`src/rtl/pm_save_pkg.sv`:
```
// pm_save_pkg
//   Shared definitions for the save-image loader: loader state encoding,
//   EEPROM / SD sector geometry, and the helper that turns a mounted image
//   size into a sector count.
package pm_save_pkg;

    localparam int unsigned EEPROM_BYTES  = 8192;
    localparam int unsigned SECTOR_BYTES  = 512;
    localparam int unsigned EEPROM_ADDR_W = 13;

    typedef enum logic [2:0] {
        S_IDLE,
        S_CLEAR,
        S_REQ,
        S_XFER,
        S_DONE
    } save_load_state_t;

    // ceil(size / 512), clamped to max_sect. A partial trailing sector
    // counts as a whole sector so its bytes are still loaded.
    function automatic logic [4:0] sectors_for_size(input logic [63:0] size,
                                                    input logic [4:0]  max_sect);
        logic [55:0] n;
        n = {1'b0, size[63:9]} + 56'(|size[8:0]);
        if (n > 56'(max_sect))
            return max_sect;
        else
            return n[4:0];
    endfunction

endpackage

```
`src/rtl/eeprom_save_loader.sv`:
```
// eeprom_save_loader
//   On every image mount, blanks the whole 8 KiB EEPROM array through its
//   backdoor write port, then streams up to SECTORS sectors of the mounted
//   save image from the SD block interface into it. busy stays high for
//   the whole pass so the top level can hold the CPU in reset.
//
// Ports
//   clk, reset        system clock, synchronous active-high reset
//   img_mounted       single-cycle mount pulse (restarts any pass in flight)
//   img_size[63:0]    image size in bytes, sampled with img_mounted
//   sd_lba[31:0]      requested sector, sd_rd level read request
//   sd_ack            high for the duration of a sector transfer
//   sd_buff_addr/_dout/_wr  sector byte stream (qualified by sd_ack)
//   eeprom_we/_addr/_data   EEPROM backdoor write port
//   busy              high from the cycle after a mount until done
// All outputs are registered.
module eeprom_save_loader
    import pm_save_pkg::*;
#(
    parameter int unsigned SECTORS    = 16,
    parameter logic [7:0]  BLANK_BYTE = 8'hFF
) (
    input  logic                     clk,
    input  logic                     reset,
    input  logic                     img_mounted,
    input  logic [63:0]              img_size,
    output logic [31:0]              sd_lba,
    output logic                     sd_rd,
    input  logic                     sd_ack,
    input  logic [8:0]               sd_buff_addr,
    input  logic [7:0]               sd_buff_dout,
    input  logic                     sd_buff_wr,
    output logic                     eeprom_we,
    output logic [EEPROM_ADDR_W-1:0] eeprom_addr,
    output logic [7:0]               eeprom_data,
    output logic                     busy
);

    localparam logic [EEPROM_ADDR_W-1:0] LAST_ADDR = EEPROM_ADDR_W'(EEPROM_BYTES - 1);

    save_load_state_t         state, state_nx;
    logic [EEPROM_ADDR_W-1:0] clr_addr, clr_addr_nx;
    logic [4:0]               sect, sect_nx;
    logic [4:0]               n_sect, n_sect_nx;
    logic [4:0]               sect_inc;

    logic                     sd_rd_nx;
    logic [31:0]              sd_lba_nx;
    logic                     eeprom_we_nx;
    logic [EEPROM_ADDR_W-1:0] eeprom_addr_nx;
    logic [7:0]               eeprom_data_nx;
    logic                     busy_nx;

    // Next-state and next-output logic. Outputs are computed one cycle
    // ahead and registered, so the write port during CLEAR shows the
    // address belonging to the current CLEAR cycle.
    always_comb begin
        state_nx       = state;
        clr_addr_nx    = clr_addr;
        sect_nx        = sect;
        n_sect_nx      = n_sect;
        sd_rd_nx       = sd_rd;
        sd_lba_nx      = sd_lba;
        eeprom_we_nx   = 1'b0;
        eeprom_addr_nx = eeprom_addr;
        eeprom_data_nx = eeprom_data;
        busy_nx        = busy;
        sect_inc       = sect + 5'd1;

        if (img_mounted) begin
            // A mount always wins, including mid-pass: restart the clear.
            state_nx       = S_CLEAR;
            n_sect_nx      = sectors_for_size(img_size, 5'(SECTORS));
            clr_addr_nx    = '0;
            sect_nx        = '0;
            sd_rd_nx       = 1'b0;
            eeprom_we_nx   = 1'b1;
            eeprom_addr_nx = '0;
            eeprom_data_nx = BLANK_BYTE;
            busy_nx        = 1'b1;
        end else begin
            case (state)
                S_IDLE: begin
                    busy_nx = 1'b0;
                end
                S_CLEAR: begin
                    if (clr_addr == LAST_ADDR) begin
                        if (n_sect == '0) begin
                            state_nx = S_DONE;
                        end else begin
                            state_nx  = S_REQ;
                            sd_rd_nx  = 1'b1;
                            sd_lba_nx = 32'(sect);
                        end
                    end else begin
                        clr_addr_nx    = clr_addr + 1'b1;
                        eeprom_we_nx   = 1'b1;
                        eeprom_addr_nx = clr_addr + 1'b1;
                        eeprom_data_nx = BLANK_BYTE;
                    end
                end
                S_REQ: begin
                    if (sd_ack) begin
                        state_nx = S_XFER;
                        sd_rd_nx = 1'b0;
                    end
                end
                S_XFER: begin
                    if (!sd_ack) begin
                        sect_nx = sect_inc;
                        if (sect_inc == n_sect || sect_inc >= 5'(SECTORS)) begin
                            state_nx = S_DONE;
                        end else begin
                            state_nx  = S_REQ;
                            sd_rd_nx  = 1'b1;
                            sd_lba_nx = 32'(sect_inc);
                        end
                    end else if (sd_buff_wr) begin
                        eeprom_we_nx   = 1'b1;
                        eeprom_addr_nx = {sect[3:0], sd_buff_addr};
                        eeprom_data_nx = sd_buff_dout;
                    end
                end
                S_DONE: begin
                    // busy is held through DONE and drops on the IDLE cycle.
                    state_nx = S_IDLE;
                end
                default: begin
                    state_nx = S_IDLE;
                end
            endcase
        end
    end

    always_ff @(posedge clk) begin
        if (reset) begin
            state       <= S_IDLE;
            clr_addr    <= '0;
            sect        <= '0;
            n_sect      <= '0;
            sd_rd       <= 1'b0;
            sd_lba      <= '0;
            eeprom_we   <= 1'b0;
            eeprom_addr <= '0;
            eeprom_data <= '0;
            busy        <= 1'b0;
        end else begin
            state       <= state_nx;
            clr_addr    <= clr_addr_nx;
            sect        <= sect_nx;
            n_sect      <= n_sect_nx;
            sd_rd       <= sd_rd_nx;
            sd_lba      <= sd_lba_nx;
            eeprom_we   <= eeprom_we_nx;
            eeprom_addr <= eeprom_addr_nx;
            eeprom_data <= eeprom_data_nx;
            busy        <= busy_nx;
        end
    end

endmodule

```
`config.mk`:
```
export PLATFORM = sky130hd
export DESIGN_NAME = eeprom_save_loader
export DESIGN_NICKNAME = d
export VERILOG_FILES = /design/src/rtl/pm_save_pkg.sv /design/src/rtl/eeprom_save_loader.sv
export SDC_FILE = /design/constraint.sdc
export NUM_CORES = 1
export LEC_CHECK = 0
export BUFFER_PORTS_ARGS = -buffer_cell sky130_fd_sc_hd__clkbuf_2
export CAP_MARGIN = 15
export CELL_PAD_IN_SITES_DETAIL_PLACEMENT = 1
export CELL_PAD_IN_SITES_GLOBAL_PLACEMENT = 1
export CORE_MARGIN = 4
export CORE_UTILIZATION = 39
export DETAILED_ROUTE_END_ITERATION = 16
export HOLD_SLACK_MARGIN = 0.15
export PLACE_DENSITY = 0.95
export SLEW_MARGIN = 10
export SYNTH_ARGS = -nofsm -noshare
export SYNTH_HDL_FRONTEND = slang
export SYNTH_SLANG_ARGS = --single-unit
export TNS_END_PERCENT = 30
```
`constraint.sdc`:
```
create_clock -name clk -period 7.7 [get_ports clk]
set_input_delay 0.385 -clock clk [delete_from_list [all_inputs] [get_ports clk]]
set_output_delay 0.385 -clock clk [all_outputs]
set_load 0.005 [all_outputs]
```
Word level (Yosys, flattened, before mapping):

Index checks and enable logic that the tools add are counted.

* register bits after elaboration: 82
* bits of input ports: 86
* output and inout bits: 56
* logic and storage cells: 92

* $add $sub $neg: 3
* order comparisons: 2
* equality and inequality tests: 20
* muxes and demuxes: 35
* bitwise logic cells: 4
* reductions and logical operators: 17

Operators with widths (count)
* $mux 32: 4
* $pmux 32 s2: 1
* $add 55x1->56: 1
* $gt 56x5->1 const B: 1
* $mux 13: 3
* $mux 8: 4
* $pmux 13 s2: 1
* $ne 2x2->1 const B: 9
* $ne 3x3->1 const B: 6
* $pmux 8 s2: 1
* $reduce_and 4->1: 4
* $mux 3: 5
* $add 13x1->13 const B: 1
* $eq 13x13->1 const B: 1
* $mux 1: 12
* $pmux 3 s4: 1
* $reduce_and 6->1: 2
* $reduce_or 9->1: 1
* $eq 3x2->1 const B: 2
* $reduce_bool 3->1: 2
* $add 5x1->5 const B: 1
* $eq 5x5->1: 1
* $ge 5x5->1 const B: 1
* $logic_not 5->1: 1
* 10 further kinds: 15

Depth between registers and ports, before layout:

* depth after elaboration: 7
* gate-level depth with buffers: 12
* mapped depth without buffers: 12

Least setup slack after synthesis:

Ideal clock, no wire load.

* kind: input to register
* start: input img_size[5]
* end: register n_sect[4]
* library setup time: 0.119 ns
* arrival time: 3.184 ns
* required time: 7.581 ns
* path slack: 4.397 ns
* stages: 12
* buffers on the path: 0
* cell sequence: nor4_1 > nand3_1 > ha_1 > ha_1 > and4_1 > nand4_2 > or4_4 > xor2_1 > nand4_1 > or4_1 > or4_4 > o221a_1

* longest elaborated chain between the ends: 4

Ends and longest elaborated chain
* start, declared: RTL line eeprom_save_loader.sv:26 `input logic [63:0] img_size,`
* $reduce_or 9->1 (*): RTL line pm_save_pkg.sv:24 `n = {1'b0, size[63:9]} + 56'(|size[8:0]);`
* $add 55x1->56 (*): RTL line pm_save_pkg.sv:24
* $gt 56x5->1: RTL line pm_save_pkg.sv:25 `if (n > 56'(max_sect))`
* $mux 5 (*): RTL line pm_save_pkg.sv:25
* end signal, assigned: RTL line eeprom_save_loader.sv:151 `n_sect <= n_sect_nx;`
* end, declared: RTL line eeprom_save_loader.sv:44 `logic [4:0] n_sect, n_sect_nx;`

Mark *: on every way between the ends. The rest lies on a longest branch, timed or not.
A chain may end at the register's enable or synchronous reset.

Worst setup path in the final report:

* start: input img_size[1]
* end: register n_sect[4]

Same word-level chain as after synthesis.

==> flow_summary.json <==
{
  "synth_top_area_share_pct": 26.2,
  "crit_path_end_kind": "flip-flop",
  "comb_power_share_pct": 19.4,
  "grt_max_degree": 41,
  "fillerInstances": 1379,
  "netSwitchingFraction_pct": 29.5,
  "cpPeakStageDelay_ns": 0.60,
  "crit_chain": "clkbuf_2, nor3_1, nand3_1, ha_1, ha_1, and4_1, nand4_2, or4_4, xor2_1, nand4_1, or4_1, or4_4, o221a_1",
  "layout.nets": 763,
  "die_area_um2": 12500,
  "synthXorXnorAreaFrac_pct": 11.0,
  "period_minus_slack_ns": 3.49,
  "setup_viol": 0,
  "r2r_slack_ns": 4.52,
  "critPathSlowestCell": "or4_4",
  "r2r-start": "clr_addr[0]",
  "synth-compound-area-share_pct": 17.4,
  "setup_ws_ns": 4.21,
  "ctsRootBufferMaster": "clkbuf_8",
  "crit_cells": 13,
  "critPathLaunchType": "input pin",
  "cts-resized-gates": 0,
  "crit_buf_inv": 1,
  "cp.required_ns": 7.90,
  "peakVddDrop_mv": 0.0573,
  "status": "finished, final reports clean",
  "yosys-top-cells-count": "nor2_1, nand2_1, dfxtp_1",
  "placed_cells": 800,
  "synth_fa_ha_area_share_pct": 1.19,
  "clock_latency_ns": 0.31,
  "drive_gt1_share_pct": 20.6,
  "hold_path.class": "input pin to flip-flop",
  "clock.fmax_mhz": 286,
  "synth_edf_count": 0,
  "start_util_pct": 40.4,
  "cts_hold_buffers": 0,
  "synth_simple_gate_area_share_pct": 34.2,
  "finalCritPeriodShare_pct": 45.4,
  "max-slew-margin-rel_pct": 31.8,
  "antenna_cells": 0,
  "cp_top_family": "simple AND/OR/NAND/NOR gates",
  "hold_path_startpoint": "sd_buff_addr[1]",
  "die_x_um": 112,
  "cts_buffers": 5,
  "antenna_found_initial": 0,
  "tightestPinTransition_ns": 1.01,
  "cts_buffer_depth": 2,
  "ys_types": 59,
  "grt_first_pass_wirelength_mm": 22.7,
  "synth_top_family_by_area": "simple AND/OR/NAND/NOR gates",
  "htreeDepth": 2,
  "track_usage_pct": 21.2,
  "drc": 0,
  "grt_setup_unrepaired": "false",
  "crit_path_end": "n_sect[4]",
  "clkPwrFrac_pct": 30.6,
  "yosys_warnings": 0,
  "criticalPathCategory": "input pin to flip-flop",
  "power_frac_seq_pct": 50.0,
  "ys_seq_area_share_pct": 26.2,
  "startpoint": "img_size[1]",
  "p_per_area_nw_per_um2": 120,
  "yosysMostFrequentCell": "nor2_1",
  "r2r_cells": 10,
  "layout.cells.non_filler": 810,
  "syn_to_final_growth_pct": 16.3,
  "syn-mean-instance-area_um2": 7.34,
  "routed-via-count": 4668,
  "wl_mm": 14.0,
  "tns_ns": 0,
  "cp_max_fo": 7,
  "leakagePower_nw": 1.95,
  "skew_ns": 0.0103,
  "ys_seq_elements": 55,
  "ant_nets": 0,
  "dp_slack_ns": 3.96,
  "synthCells": 573,
  "report.final.hold_viol_count": 0,
  "p_sw_mw": 0.173,
  "port_buffers": 114,
  "p_int_mw": 0.414,
  "timing.rr.end": "eeprom_addr[3]",
  "synth_area_um2": 4210,
  "die_h_um": 112,
  "gp_congestion": 0.952,
  "core_um2": 10400,
  "grt_remaining_overflow": 0,
  "cts.sinks": 55,
  "routedWlPerCell_um": 17.3,
  "viasPerCell": 5.76,
  "synth_top_area_cell": "dfxtp_1",
  "final_util_pct": 47.0,
  "synth.area.mux_share_pct": 2.44,
  "path_clk_slew_ns": 0.10,
  "grt_pass1_vias": 4739,
  "synth_flop_cell": "dfxtp_1",
  "drt-initial-drc-count": 219,
  "dr.pass1.iters": 4,
  "synthTopCellsByArea": "dfxtp_1, nor2_1, xnor2_1",
  "synthArstFlopShare_pct": 0,
  "tritoncts": "built",
  "maxSlewViolCount": 0,
  "cp_data_arrival_time_ns": 3.69,
  "ioPinCount": 142,
  "maxCapViolCount": 0,
  "num_rows": 37,
  "postCtsSetupRepairBufs": 0,
  "dp_hpwl_mm": 11.1
}
==> sequential cells by signal, summed over array words and instances, names as in the netlist <==
signal and cells:
sd_lba 5, state 3, clr_addr 13, sect 5, eeprom_addr 13, sd_rd 1, eeprom_data 8, n_sect 5
busy 1, eeprom_we 1
==> cell usage in the layout (no fill, tap or decap), types with 4 or more instances in the layout <==
cell type,n
a21oi_1,38
o21ai_1,5
nand3_1,29
or4_1,5
and2_1,6
dfxtp_1,55
inv_1,5
nand4_1,23
clkbuf_2,114
and4_1,9
nor2_1,71
clkbuf_8,7
nor4_1,10
conb_1,27
ha_1,4
or3_1,15
xor2_1,23
a211oi_1,12
nand2b_1,4
and3_1,14
nor3_1,17
xnor2_1,30
o21ai_0,28
nand2_1,56
mux2i_1,8
==> routing by layer <==
metal  routed length [um]  track usage [%]  share of wire [%]  vias to the layer above
met4                  247             5.60                1.8                        0
met2                 7400             39.9                 53                      149
li1                     -                -                  -                     2245
met3                  649             2.66                4.6                       21
met5                    0                0                  0                        -
met1                 5710             25.3                 41                     2253
==> layout make-up <==
cell class | instances | area, um2 | area share, %
clock buffer | 7 | 96.3 | 1.97
clock inverter | 1 | 7.51 | 0.153
inverter | 5 | 18.8 | 0.384
multi-input combinational | 488 | 2900 | 59.2
sequential | 55 | 1100 | 22.5
tap | 136 | 170 | 3.48
timing repair buffer | 118 | 604 | 12.3
==> through the flow <==
stage	total power [mW]	hold slack, ns	cell area [um2]
after detailed placement	0.412	0.468	4770
after CTS	0.589	0.330	4870
after global routing	0.615	0.341	4890
after floorplan	0.364	0.450	4310
after global placement	0.406	0.465	4770
final	0.587	0.326	4890
==> worst register-to-register path: cells and delay by family (launching register included) <==
family | cells | cell delay, ns
adder cells (fa/ha/maj) | 1 | 0.24
AND/OR/NAND/NOR | 4 | 0.97
buffers and inverters | 1 | 0.36
AO/OA/AOI/OAI | 4 | 1.09
flip-flops | 1 | 0.43
==> worst min path at each step <==
stage,end,depth (start not counted)
6_report,eeprom_addr[1],3
5_1_grt,eeprom_addr[1],3
4_1_cts,eeprom_addr[1],3
3_5_place_dp,busy,2
3_3_place_gp,clr_addr[1],2
2_1_floorplan,n_sect[1],2
==> cells by family (layout without fill, tap and decap cells) <==
logic type | after synthesis | in the layout
buffers and inverters | 56 | 131
other | 1 | 27
and+or+nand+nor | 277 | 277
xor gates and xnor gates | 53 | 53
muxes | 10 | 10
AOI/OAI and AO/OA | 117 | 117
DFF | 55 | 55
adders and majority gates | 4 | 4
==> power groups by stage <==
stage	clock network (mW)	logic [mW]	registers (mW)
floorplan	0	0.0641	0.300
global placement	0	0.106	0.300
detailed placement	0	0.111	0.301
CTS	0.183	0.112	0.294
global route	0.194	0.126	0.295
finish	0.180	0.114	0.294
(Power assumes the default switching activity.)
